===== config.mk =====
export PLATFORM = sky130hd
export DESIGN_NAME = id_ex_operand_stage_flat
export DESIGN_NICKNAME = d
export VERILOG_FILES = /design/src/rtl/id_ex_operand_stage_if.sv /design/src/rtl/id_ex_operand_stage.sv /design/src/flat_wrapper.sv
export SDC_FILE = /design/constraint.sdc
export NUM_CORES = 1
export LEC_CHECK = 0
export CAP_MARGIN = 10
export CORE_MARGIN = 1.5
export CORE_UTILIZATION = 45
export CTS_BUF_LIST = sky130_fd_sc_hd__clkbuf_16
export CTS_CLUSTER_SIZE = 40
export DETAILED_ROUTE_END_ITERATION = 10
export MAX_ROUTING_LAYER = met4
export PLACE_DENSITY = 0.82
export SYNTH_ARGS = -nofsm -noshare
export SYNTH_HDL_FRONTEND = slang
export SYNTH_SLANG_ARGS = --single-unit

===== constraint.sdc =====
create_clock -name i_clock -period 2.9 [get_ports i_clock]
set_input_delay 0.58 -clock i_clock [delete_from_list [all_inputs] [get_ports i_clock]]
set_output_delay 0.58 -clock i_clock [all_outputs]
set_load 0.1 [all_outputs]

===== src/rtl/id_ex_operand_stage_if.sv =====
// ID/EX operand stage bus: ID fields, forwarding sources and ALU-side outputs.
// The master drives ID and forwarding inputs; the slave is the stage itself.
interface id_ex_operand_stage_if #(
  parameter int NB_DATA        = 32,
  parameter int N_BITS_CONTROL = 5,
  parameter int NB_REG_ADDR    = 5,
  parameter int NB_SHAMT       = 5
);
  logic                      i_valid;
  logic [NB_DATA-1:0]        i_rs_data;
  logic [NB_DATA-1:0]        i_rt_data;
  logic [NB_DATA-1:0]        i_imm_ext;
  logic [NB_SHAMT-1:0]       i_shamt;
  logic [NB_REG_ADDR-1:0]    i_rs_addr;
  logic [NB_REG_ADDR-1:0]    i_rt_addr;
  logic [NB_REG_ADDR-1:0]    i_rd_addr;
  logic [N_BITS_CONTROL-1:0] i_alu_opcode;
  logic                      i_alu_src_imm;
  logic                      i_shift_src_shamt;
  logic                      i_write_to_rt;
  logic                      i_reg_write;
  logic                      i_mem_read;
  logic                      i_mem_write;
  logic                      i_stall;
  logic                      i_flush;
  logic                      i_exmem_reg_write;
  logic [NB_REG_ADDR-1:0]    i_exmem_rd_addr;
  logic [NB_DATA-1:0]        i_exmem_data;
  logic                      i_memwb_reg_write;
  logic [NB_REG_ADDR-1:0]    i_memwb_rd_addr;
  logic [NB_DATA-1:0]        i_memwb_data;

  logic [NB_DATA-1:0]        o_data_a;
  logic [NB_DATA-1:0]        o_data_b;
  logic [N_BITS_CONTROL-1:0] o_alu_opcode;
  logic [NB_DATA-1:0]        o_store_data;
  logic [NB_REG_ADDR-1:0]    o_dest_addr;
  logic                      o_reg_write;
  logic                      o_mem_read;
  logic                      o_mem_write;
  logic                      o_valid;
  logic                      o_load_use_hazard;

  modport master (
    output i_valid, i_rs_data, i_rt_data, i_imm_ext, i_shamt,
    output i_rs_addr, i_rt_addr, i_rd_addr, i_alu_opcode,
    output i_alu_src_imm, i_shift_src_shamt, i_write_to_rt,
    output i_reg_write, i_mem_read, i_mem_write,
    output i_stall, i_flush,
    output i_exmem_reg_write, i_exmem_rd_addr, i_exmem_data,
    output i_memwb_reg_write, i_memwb_rd_addr, i_memwb_data,
    input  o_data_a, o_data_b, o_alu_opcode, o_store_data,
    input  o_dest_addr, o_reg_write, o_mem_read, o_mem_write,
    input  o_valid, o_load_use_hazard
  );

  modport slave (
    input  i_valid, i_rs_data, i_rt_data, i_imm_ext, i_shamt,
    input  i_rs_addr, i_rt_addr, i_rd_addr, i_alu_opcode,
    input  i_alu_src_imm, i_shift_src_shamt, i_write_to_rt,
    input  i_reg_write, i_mem_read, i_mem_write,
    input  i_stall, i_flush,
    input  i_exmem_reg_write, i_exmem_rd_addr, i_exmem_data,
    input  i_memwb_reg_write, i_memwb_rd_addr, i_memwb_data,
    output o_data_a, o_data_b, o_alu_opcode, o_store_data,
    output o_dest_addr, o_reg_write, o_mem_read, o_mem_write,
    output o_valid, o_load_use_hazard
  );
endinterface


===== src/rtl/id_ex_operand_stage.sv =====
// ID/EX pipeline register feeding the ALU: stall/flush, operand forwarding,
// operand select and load-use hazard detection.
module id_ex_operand_stage #(
  parameter int NB_DATA        = 32,
  parameter int N_BITS_CONTROL = 5,
  parameter int NB_REG_ADDR    = 5,
  parameter int NB_SHAMT       = 5
) (
  input logic                  i_clock,
  input logic                  i_reset_n,
  id_ex_operand_stage_if.slave bus
);

  typedef struct packed {
    logic                      valid;
    logic                      reg_write;
    logic                      mem_read;
    logic                      mem_write;
    logic                      alu_src_imm;
    logic                      shift_src_shamt;
    logic [N_BITS_CONTROL-1:0] opcode;
    logic [NB_REG_ADDR-1:0]    rs_addr;
    logic [NB_REG_ADDR-1:0]    rt_addr;
    logic [NB_REG_ADDR-1:0]    dest;
    logic [NB_SHAMT-1:0]       shamt;
    logic [NB_DATA-1:0]        rs_data;
    logic [NB_DATA-1:0]        rt_data;
    logic [NB_DATA-1:0]        imm;
  } id_ex_t;

  id_ex_t id_ex_d;
  id_ex_t id_ex_q;

  logic [NB_DATA-1:0] fwd_rs;
  logic [NB_DATA-1:0] fwd_rt;
  logic [NB_DATA-1:0] shamt_ext;
  logic               dest_hit;

  // Stall outranks flush so a held instruction is never dropped
  always_comb begin
    id_ex_d = id_ex_q;
    if (bus.i_stall) begin
      id_ex_d = id_ex_q;
    end else if (bus.i_flush) begin
      id_ex_d = '0;
    end else begin
      id_ex_d.valid           = bus.i_valid;
      id_ex_d.reg_write       = bus.i_reg_write & bus.i_valid;
      id_ex_d.mem_read        = bus.i_mem_read & bus.i_valid;
      id_ex_d.mem_write       = bus.i_mem_write & bus.i_valid;
      id_ex_d.alu_src_imm     = bus.i_alu_src_imm;
      id_ex_d.shift_src_shamt = bus.i_shift_src_shamt;
      id_ex_d.opcode          = bus.i_alu_opcode;
      id_ex_d.rs_addr         = bus.i_rs_addr;
      id_ex_d.rt_addr         = bus.i_rt_addr;
      id_ex_d.dest            = bus.i_write_to_rt ? bus.i_rt_addr
                                                  : bus.i_rd_addr;
      id_ex_d.shamt           = bus.i_shamt;
      id_ex_d.rs_data         = bus.i_rs_data;
      id_ex_d.rt_data         = bus.i_rt_data;
      id_ex_d.imm             = bus.i_imm_ext;
    end
  end

  always_ff @(posedge i_clock or negedge i_reset_n) begin
    if (!i_reset_n) begin
      id_ex_q <= '0;
    end else begin
      id_ex_q <= id_ex_d;
    end
  end

  function automatic logic [NB_DATA-1:0] fwd_sel(
    input logic [NB_REG_ADDR-1:0] r,
    input logic [NB_DATA-1:0]     raw,
    input logic                   ex_we,
    input logic [NB_REG_ADDR-1:0] ex_rd,
    input logic [NB_DATA-1:0]     ex_data,
    input logic                   wb_we,
    input logic [NB_REG_ADDR-1:0] wb_rd,
    input logic [NB_DATA-1:0]     wb_data
  );
    logic nz;
    nz = |r;
    if (nz && ex_we && (ex_rd == r)) begin
      return ex_data;
    end else if (nz && wb_we && (wb_rd == r)) begin
      return wb_data;
    end
    return raw;
  endfunction

  // The newer EX/MEM result wins over MEM/WB; r0 is hardwired zero
  always_comb begin
    fwd_rs = fwd_sel(id_ex_q.rs_addr, id_ex_q.rs_data,
                     bus.i_exmem_reg_write, bus.i_exmem_rd_addr,
                     bus.i_exmem_data,
                     bus.i_memwb_reg_write, bus.i_memwb_rd_addr,
                     bus.i_memwb_data);
    fwd_rt = fwd_sel(id_ex_q.rt_addr, id_ex_q.rt_data,
                     bus.i_exmem_reg_write, bus.i_exmem_rd_addr,
                     bus.i_exmem_data,
                     bus.i_memwb_reg_write, bus.i_memwb_rd_addr,
                     bus.i_memwb_data);
  end

  assign shamt_ext = {{(NB_DATA-NB_SHAMT){1'b0}}, id_ex_q.shamt};

  always_comb begin
    bus.o_data_a = fwd_rs;
    bus.o_data_b = id_ex_q.alu_src_imm ? id_ex_q.imm : fwd_rt;
    if (id_ex_q.shift_src_shamt) begin
      bus.o_data_a = fwd_rt;
      bus.o_data_b = shamt_ext;
    end
  end

  assign bus.o_store_data = fwd_rt;
  assign bus.o_alu_opcode = id_ex_q.opcode;
  assign bus.o_dest_addr  = id_ex_q.dest;
  assign bus.o_reg_write  = id_ex_q.reg_write;
  assign bus.o_mem_read   = id_ex_q.mem_read;
  assign bus.o_mem_write  = id_ex_q.mem_write;
  assign bus.o_valid      = id_ex_q.valid;

  assign dest_hit = (id_ex_q.dest == bus.i_rs_addr) |
                    (id_ex_q.dest == bus.i_rt_addr);

  assign bus.o_load_use_hazard = id_ex_q.valid & id_ex_q.mem_read &
                                 (|id_ex_q.dest) & bus.i_valid &
                                 dest_hit;

endmodule


===== src/flat_wrapper.sv =====
// flat-port wrapper written by rule: the top's interface ports become plain ports
module id_ex_operand_stage_flat 
#(
  parameter int NB_DATA        = 32,
  parameter int N_BITS_CONTROL = 5,
  parameter int NB_REG_ADDR    = 5,
  parameter int NB_SHAMT       = 5
)
  (i_clock, i_reset_n, bus_i_valid, bus_i_rs_data, bus_i_rt_data, bus_i_imm_ext, bus_i_shamt, bus_i_rs_addr, bus_i_rt_addr, bus_i_rd_addr, bus_i_alu_opcode, bus_i_alu_src_imm, bus_i_shift_src_shamt, bus_i_write_to_rt, bus_i_reg_write, bus_i_mem_read, bus_i_mem_write, bus_i_stall, bus_i_flush, bus_i_exmem_reg_write, bus_i_exmem_rd_addr, bus_i_exmem_data, bus_i_memwb_reg_write, bus_i_memwb_rd_addr, bus_i_memwb_data, bus_o_data_a, bus_o_data_b, bus_o_alu_opcode, bus_o_store_data, bus_o_dest_addr, bus_o_reg_write, bus_o_mem_read, bus_o_mem_write, bus_o_valid, bus_o_load_use_hazard);
  id_ex_operand_stage_if #(.NB_DATA(NB_DATA), .N_BITS_CONTROL(N_BITS_CONTROL), .NB_REG_ADDR(NB_REG_ADDR), .NB_SHAMT(NB_SHAMT)) bus_i ();
  input logic i_clock;
  input logic i_reset_n;
  input wire logic [$bits(bus_i.i_valid)-1:0] bus_i_valid;
  input wire logic [$bits(bus_i.i_rs_data)-1:0] bus_i_rs_data;
  input wire logic [$bits(bus_i.i_rt_data)-1:0] bus_i_rt_data;
  input wire logic [$bits(bus_i.i_imm_ext)-1:0] bus_i_imm_ext;
  input wire logic [$bits(bus_i.i_shamt)-1:0] bus_i_shamt;
  input wire logic [$bits(bus_i.i_rs_addr)-1:0] bus_i_rs_addr;
  input wire logic [$bits(bus_i.i_rt_addr)-1:0] bus_i_rt_addr;
  input wire logic [$bits(bus_i.i_rd_addr)-1:0] bus_i_rd_addr;
  input wire logic [$bits(bus_i.i_alu_opcode)-1:0] bus_i_alu_opcode;
  input wire logic [$bits(bus_i.i_alu_src_imm)-1:0] bus_i_alu_src_imm;
  input wire logic [$bits(bus_i.i_shift_src_shamt)-1:0] bus_i_shift_src_shamt;
  input wire logic [$bits(bus_i.i_write_to_rt)-1:0] bus_i_write_to_rt;
  input wire logic [$bits(bus_i.i_reg_write)-1:0] bus_i_reg_write;
  input wire logic [$bits(bus_i.i_mem_read)-1:0] bus_i_mem_read;
  input wire logic [$bits(bus_i.i_mem_write)-1:0] bus_i_mem_write;
  input wire logic [$bits(bus_i.i_stall)-1:0] bus_i_stall;
  input wire logic [$bits(bus_i.i_flush)-1:0] bus_i_flush;
  input wire logic [$bits(bus_i.i_exmem_reg_write)-1:0] bus_i_exmem_reg_write;
  input wire logic [$bits(bus_i.i_exmem_rd_addr)-1:0] bus_i_exmem_rd_addr;
  input wire logic [$bits(bus_i.i_exmem_data)-1:0] bus_i_exmem_data;
  input wire logic [$bits(bus_i.i_memwb_reg_write)-1:0] bus_i_memwb_reg_write;
  input wire logic [$bits(bus_i.i_memwb_rd_addr)-1:0] bus_i_memwb_rd_addr;
  input wire logic [$bits(bus_i.i_memwb_data)-1:0] bus_i_memwb_data;
  output wire logic [$bits(bus_i.o_data_a)-1:0] bus_o_data_a;
  output wire logic [$bits(bus_i.o_data_b)-1:0] bus_o_data_b;
  output wire logic [$bits(bus_i.o_alu_opcode)-1:0] bus_o_alu_opcode;
  output wire logic [$bits(bus_i.o_store_data)-1:0] bus_o_store_data;
  output wire logic [$bits(bus_i.o_dest_addr)-1:0] bus_o_dest_addr;
  output wire logic [$bits(bus_i.o_reg_write)-1:0] bus_o_reg_write;
  output wire logic [$bits(bus_i.o_mem_read)-1:0] bus_o_mem_read;
  output wire logic [$bits(bus_i.o_mem_write)-1:0] bus_o_mem_write;
  output wire logic [$bits(bus_i.o_valid)-1:0] bus_o_valid;
  output wire logic [$bits(bus_i.o_load_use_hazard)-1:0] bus_o_load_use_hazard;
  assign bus_i.i_valid = bus_i_valid;
  assign bus_i.i_rs_data = bus_i_rs_data;
  assign bus_i.i_rt_data = bus_i_rt_data;
  assign bus_i.i_imm_ext = bus_i_imm_ext;
  assign bus_i.i_shamt = bus_i_shamt;
  assign bus_i.i_rs_addr = bus_i_rs_addr;
  assign bus_i.i_rt_addr = bus_i_rt_addr;
  assign bus_i.i_rd_addr = bus_i_rd_addr;
  assign bus_i.i_alu_opcode = bus_i_alu_opcode;
  assign bus_i.i_alu_src_imm = bus_i_alu_src_imm;
  assign bus_i.i_shift_src_shamt = bus_i_shift_src_shamt;
  assign bus_i.i_write_to_rt = bus_i_write_to_rt;
  assign bus_i.i_reg_write = bus_i_reg_write;
  assign bus_i.i_mem_read = bus_i_mem_read;
  assign bus_i.i_mem_write = bus_i_mem_write;
  assign bus_i.i_stall = bus_i_stall;
  assign bus_i.i_flush = bus_i_flush;
  assign bus_i.i_exmem_reg_write = bus_i_exmem_reg_write;
  assign bus_i.i_exmem_rd_addr = bus_i_exmem_rd_addr;
  assign bus_i.i_exmem_data = bus_i_exmem_data;
  assign bus_i.i_memwb_reg_write = bus_i_memwb_reg_write;
  assign bus_i.i_memwb_rd_addr = bus_i_memwb_rd_addr;
  assign bus_i.i_memwb_data = bus_i_memwb_data;
  assign bus_o_data_a = bus_i.o_data_a;
  assign bus_o_data_b = bus_i.o_data_b;
  assign bus_o_alu_opcode = bus_i.o_alu_opcode;
  assign bus_o_store_data = bus_i.o_store_data;
  assign bus_o_dest_addr = bus_i.o_dest_addr;
  assign bus_o_reg_write = bus_i.o_reg_write;
  assign bus_o_mem_read = bus_i.o_mem_read;
  assign bus_o_mem_write = bus_i.o_mem_write;
  assign bus_o_valid = bus_i.o_valid;
  assign bus_o_load_use_hazard = bus_i.o_load_use_hazard;
  id_ex_operand_stage #(.NB_DATA(NB_DATA), .N_BITS_CONTROL(N_BITS_CONTROL), .NB_REG_ADDR(NB_REG_ADDR), .NB_SHAMT(NB_SHAMT)) u_core (.i_clock(i_clock), .i_reset_n(i_reset_n), .bus(bus_i));
endmodule

Word-level counts from Yosys, hierarchy flattened --
Cells that the tools add are included.
Storage, ports and cells: bits in registers 127, output and inout port bits 111, bits of input ports 208
Operators by class: bitwise operators 8, multiplexer cells 15, equality and inequality tests 6, reductions and logical operators 11
Operator list (count):
- 2-to-1 mux 32 bit | 9
- 2-to-1 mux 127 bit | 1
- equality test 5 bit | 6
- OR reduction 5 bit | 3
- logical AND 1 bit | 8
- bitwise AND 1 bit | 7
- 2-to-1 mux 5 bit | 1
- 2-to-1 mux 1 bit | 4
- bitwise OR 1 bit | 1

Longest topological paths before layout --
Gate-level depths: netlist of the first run.
depth after elaboration 8, gate-level depth with buffers 9

Worst setup path before layout of the first run --
Ideal clock, no wire load.
kind reg2out, start point reg u_core.id_ex_q[108] (netlist name), end point out bus_o_data_b[11], arrival 4.808 ns, cell stages (with the launch flop) 7, slack -2.488 ns, cell sequence dfrtp_1 > or4_4 > o211a_1 > buf_2 > a21boi_0 > a211oi_1 > o41ai_1
Between the ends: cells in the longest elaborated chain, start to end 8, elaborated cells on any way between the ends 13, those cells by class eq/ne (2); mux (6); reduce/logical (5)
RTL lines:
- start, declared | line id_ex_operand_stage.sv:32 | id_ex_t id_ex_q;
- start signal, assigned | line id_ex_operand_stage.sv:69 | id_ex_q <= id_ex_d;
- OR reduction 5 bit | line id_ex_operand_stage.sv:84 | nz = |r;
- logical AND 1 bit (2 in series) | line id_ex_operand_stage.sv:87 | end else if (nz && wb_we && (wb_rd == r)) begin
- 2-to-1 mux 1 bit | line id_ex_operand_stage.sv:87
- 2-to-1 mux 1 bit | line id_ex_operand_stage.sv:85 | if (nz && ex_we && (ex_rd == r)) begin
- 2-to-1 mux 32 bit * | line id_ex_operand_stage.sv:90 | return raw;
- 2-to-1 mux 32 bit * | line id_ex_operand_stage.sv:111 | bus.o_data_b = id_ex_q.alu_src_imm ? id_ex_q.imm : fwd_rt;
- 2-to-1 mux 32 bit * | line id_ex_operand_stage.sv:112 | if (id_ex_q.shift_src_shamt) begin
- end, declared | line flat_wrapper.sv:37 | output wire logic [$bits(bus_i.o_data_b)-1:0] bus_o_data_b;
Mark *: on every way between the ends. The rest lies on a longest branch, timed or not.

Worst setup path in the final report of the first run --
start point reg u_core.id_ex_q[110] (netlist name), end point out bus_o_data_b[19]
The elaborated chain is that of the path after synthesis.

==> flow_metrics.env, run 1 <==
export IMPL_syn_area_um2=8180
export IMPL_required_ns=2.32
export IMPL_synth_seq_cells=127
export IMPL_drive_gt1_share_pct=34.2
export IMPL_clkTransAtPathRegs_ns=0.07
export IMPL_clock_skew_ns=0
export IMPL_cpPeakStageDelay_ns=0.57
export IMPL_tns_ns=-62.56
export IMPL_synth_avg_cell_area_um2=8.28
export IMPL_cts_buffers=17
export IMPL_grt_use_total_pct=43.0
export IMPL_dpl_cell_count=1609
export IMPL_path_delay_family="simple AND/OR/NAND/NOR gates"
export IMPL_grt_max_degree=119
export IMPL_htreeDepth=4
export IMPL_synth_flop_cell="dfrtp_1"
export IMPL_grt_pass1_wl_um=59300
export IMPL_arrival_ns=3.13
export IMPL_peakVddDrop_mv=0.433
export IMPL_wl_per_cell_um=25.7
export IMPL_core_um2=17900
export IMPL_rsz0062_at_grt="true"
export IMPL_path_depth=9
export IMPL_cts_sinks=127
export IMPL_worst_slack_ns=-0.813
export IMPL_drt_iter0_markers=1162
export IMPL_finish_net_count=1623
export IMPL_hpwl_um=25200
export IMPL_outcome="finished with violations"
export IMPL_cts_max_path_buffers=2
export IMPL_synth_edf_count=0
export IMPL_die_area_um2=19000
export IMPL_worst_slew_pin_slew_ns=1.04
export IMPL_ys_types=45
export IMPL_synth_warnings=0
export IMPL_synth_cells=987
export IMPL_grt_pass1_vias=10968
export IMPL_crit_path_max_fanout=9
export IMPL_endpoint_kind="output pin"
export IMPL_vias_per_cell=6.35
export IMPL_slew_viol_final=0
export IMPL_io_pins=319
export IMPL_antenna_found_initial=0
export IMPL_hold_buffers=0
export IMPL_crit_start="u_core.id_ex_q[110]$_DFFE_PN0N_"
export IMPL_overflow=0
export IMPL_period_share_pct=128
export IMPL_async_flop_share_pct=100
export IMPL_routed_wirelength_um=42600
export IMPL_finalInstanceArea_um2=16200
export IMPL_dr_pass1_iters=6
export IMPL_drv_cap=0
export IMPL_cp_cell_sequence="or4_4, buf_6, o211ai_4, or2_4, buf_12, nor2_1, buf_4, o41ai_4, buf_12"
export IMPL_finalHoldViolations=0
export IMPL_clk_latency_ns=0.44
export IMPL_synth_yosys_seq_area_share_pct=38.9
export IMPL_hold_class="in -> async"
export IMPL_timing_critical_path_mode_cell="buf_12"
export IMPL_critical_path_class="reg -> out"
export IMPL_num_vias=10518
export IMPL_fp_row_count=49
export IMPL_cts_root_buf="clkbuf_16"
export IMPL_die_w_um=138
export IMPL_slew_headroom_pct=30.6
export IMPL_finalSetupViolCount=96
export IMPL_crit_slowest_cell="or4_4"
export IMPL_r2r_start="u_core.id_ex_q[122]$_DFFE_PN0N_"
export IMPL_final_core_util_pct=90.5
export IMPL_area_growth_pct=98.0
export IMPL_p_per_area_nw_per_um2=503
export IMPL_mostFrequentLayoutCells="clkdlybuf4s50_1 (202), buf_4 (160), nand2_1 (157)"
export IMPL_syn_nets=1195
export IMPL_place_area_um2=14800
export IMPL_fin_cells=1656
export IMPL_final_common_cell="clkdlybuf4s50_1"
export IMPL_p_leak_nw=7.00
export IMPL_post_route_min_period_ns=3.71
export IMPL_fmax_mhz=269
export IMPL_route_detailed_drc=0
export IMPL_antenna_cells=0
export IMPL_cts_tree="built"
export IMPL_die_y_um=138
export IMPL_place_congestion=0.912
export IMPL_ant_nets=0
export IMPL_cp_start_kind="flip-flop"
export IMPL_reg2reg_depth=3
export IMPL_violations="setup timing"
export IMPL_path_buf_inv=4
export IMPL_io_buffers=318
export IMPL_start_util_pct=45.7
sequential cells by signal, indices dropped and copies added (netlist names):
register / cells
u_core.bus.o_dest_addr: 5
u_core.bus.o_alu_opcode: 5
u_core.bus.o_mem_write: 1
u_core.bus.o_reg_write: 1
u_core.bus.o_mem_read: 1
u_core.id_ex_q: 113
u_core.bus.o_valid: 1
routing by layer:
| layer | global-route usage, % | wire length, um |
|---|---|---|
| met5 | - | 0 |
| met2 | 71.2 | 21100 |
| met3 | 11.3 | 4500 |
| met1 | 46.2 | 14200 |
| met4 | 26.2 | 2830 |
Yosys cell counts, types with 4 or more instances:
master | n | share of area, %
a31oi_1 | 6 | 0.46
a2111oi_0 | 26 | 2.8
a221oi_1 | 26 | 2.8
xnor2_1 | 24 | 2.6
o21ai_0 | 132 | 8.1
and3_1 | 30 | 2.3
mux2i_1 | 36 | 4.4
xor2_1 | 6 | 0.64
a22o_1 | 5 | 0.54
nand3_1 | 9 | 0.55
nor2_1 | 56 | 2.6
nand2_1 | 158 | 7.3
o41ai_1 | 26 | 2.8
buf_4 | 15 | 1.4
inv_1 | 32 | 1.5
a222oi_1 | 5 | 0.61
nor3_1 | 9 | 0.55
buf_6 | 6 | 0.83
clkbuf_1 | 70 | 3.2
nand2b_1 | 118 | 9.0
dfrtp_1 | 127 | 39
nand4_1 | 4 | 0.31
buf_2 | 4 | 0.24
a21o_1 | 5 | 0.46
a211oi_1 | 27 | 2.5
final cells by class:
class	instances	area (um2)
Timing Repair Buffer	506	5910
Clock inverter	14	134
Tap cell	229	287
Sequential cell	127	3190
Clock buffer	17	425
Inverter	32	120
Multi-Input combinational cell	731	6130
Fill cell	692	1710
power breakdown:
group | internal (mW) | switching, mW | leakage [nW]
Sequential | 1.91 | 0.137 | 1.65
Combinational | 1.57 | 2.40 | 5.08
Clock | 1.19 | 0.932 | 0.271
Total | 4.67 | 3.47 | 7.00
cells by family after synthesis:
| kind of cell | synth area share, % |
|---|---|
| XOR/XNOR | 3.21 |
| multiplexers | 4.73 |
| flip-flops | 38.9 |
| AND/OR/NAND/NOR | 23.6 |
| AO/OA/AOI/OAI | 22.3 |
| buffers and inverters | 7.27 |
stage by stage:
| step | hold slack, ns | worst slack [ns] | total power [mW] |
|---|---|---|---|
| 6_report | 0.0745 | -0.813 | 8.14 |
| 5_1_grt | 0.0932 | -0.877 | 8.33 |
| 4_1_cts | 0.0864 | -0.654 | 7.97 |
| 3_5_place_dp | 0.464 | -0.724 | 5.81 |
| 3_3_place_gp | 0.459 | -0.550 | 5.74 |
| 2_1_floorplan | 0.284 | -1.75 | 4.22 |
worst paths after layout:
| path | endpoint | slack [ns] |
|---|---|---|
| hold reg to reg | u_core.id_ex_q[27]$_DFFE_PN0N_ | 0.49 |
| setup / recovery | bus_o_data_b[19] | -0.81 |
| hold / removal | u_core.bus.o_mem_read$_DFFE_PN0N_ | 0.07 |
| max in group asynchronous | u_core.id_ex_q[25]$_DFFE_PN0N_ | 2.09 |
| min in group i_clock | u_core.id_ex_q[27]$_DFFE_PN0N_ | 0.49 |
| setup reg to reg | u_core.id_ex_q[122]$_DFFE_PN0N_ | 1.45 |
repair_timing:
action	in CTS	in global routing
gates cloned	2	0
buffers inserted	11	8
pin swaps	26	22
setup endpoints to repair	96	96
resized for setup	68	63
Note: power is estimated with default switching activity, not from simulation.
==> run 2, diff against run 1 <==
--- a/config.mk
+++ b/config.mk
@@ -11,6 +11,7 @@
 export CTS_BUF_LIST = sky130_fd_sc_hd__clkbuf_16
 export CTS_CLUSTER_SIZE = 40
 export DETAILED_ROUTE_END_ITERATION = 10
+export GPL_ROUTABILITY_DRIVEN = 0
 export MAX_ROUTING_LAYER = met4
 export PLACE_DENSITY = 0.82
 export SYNTH_ARGS = -nofsm -noshare
==> results of run 2 <==
No change in the layout: final DEF, timing and power equal those of run 1.
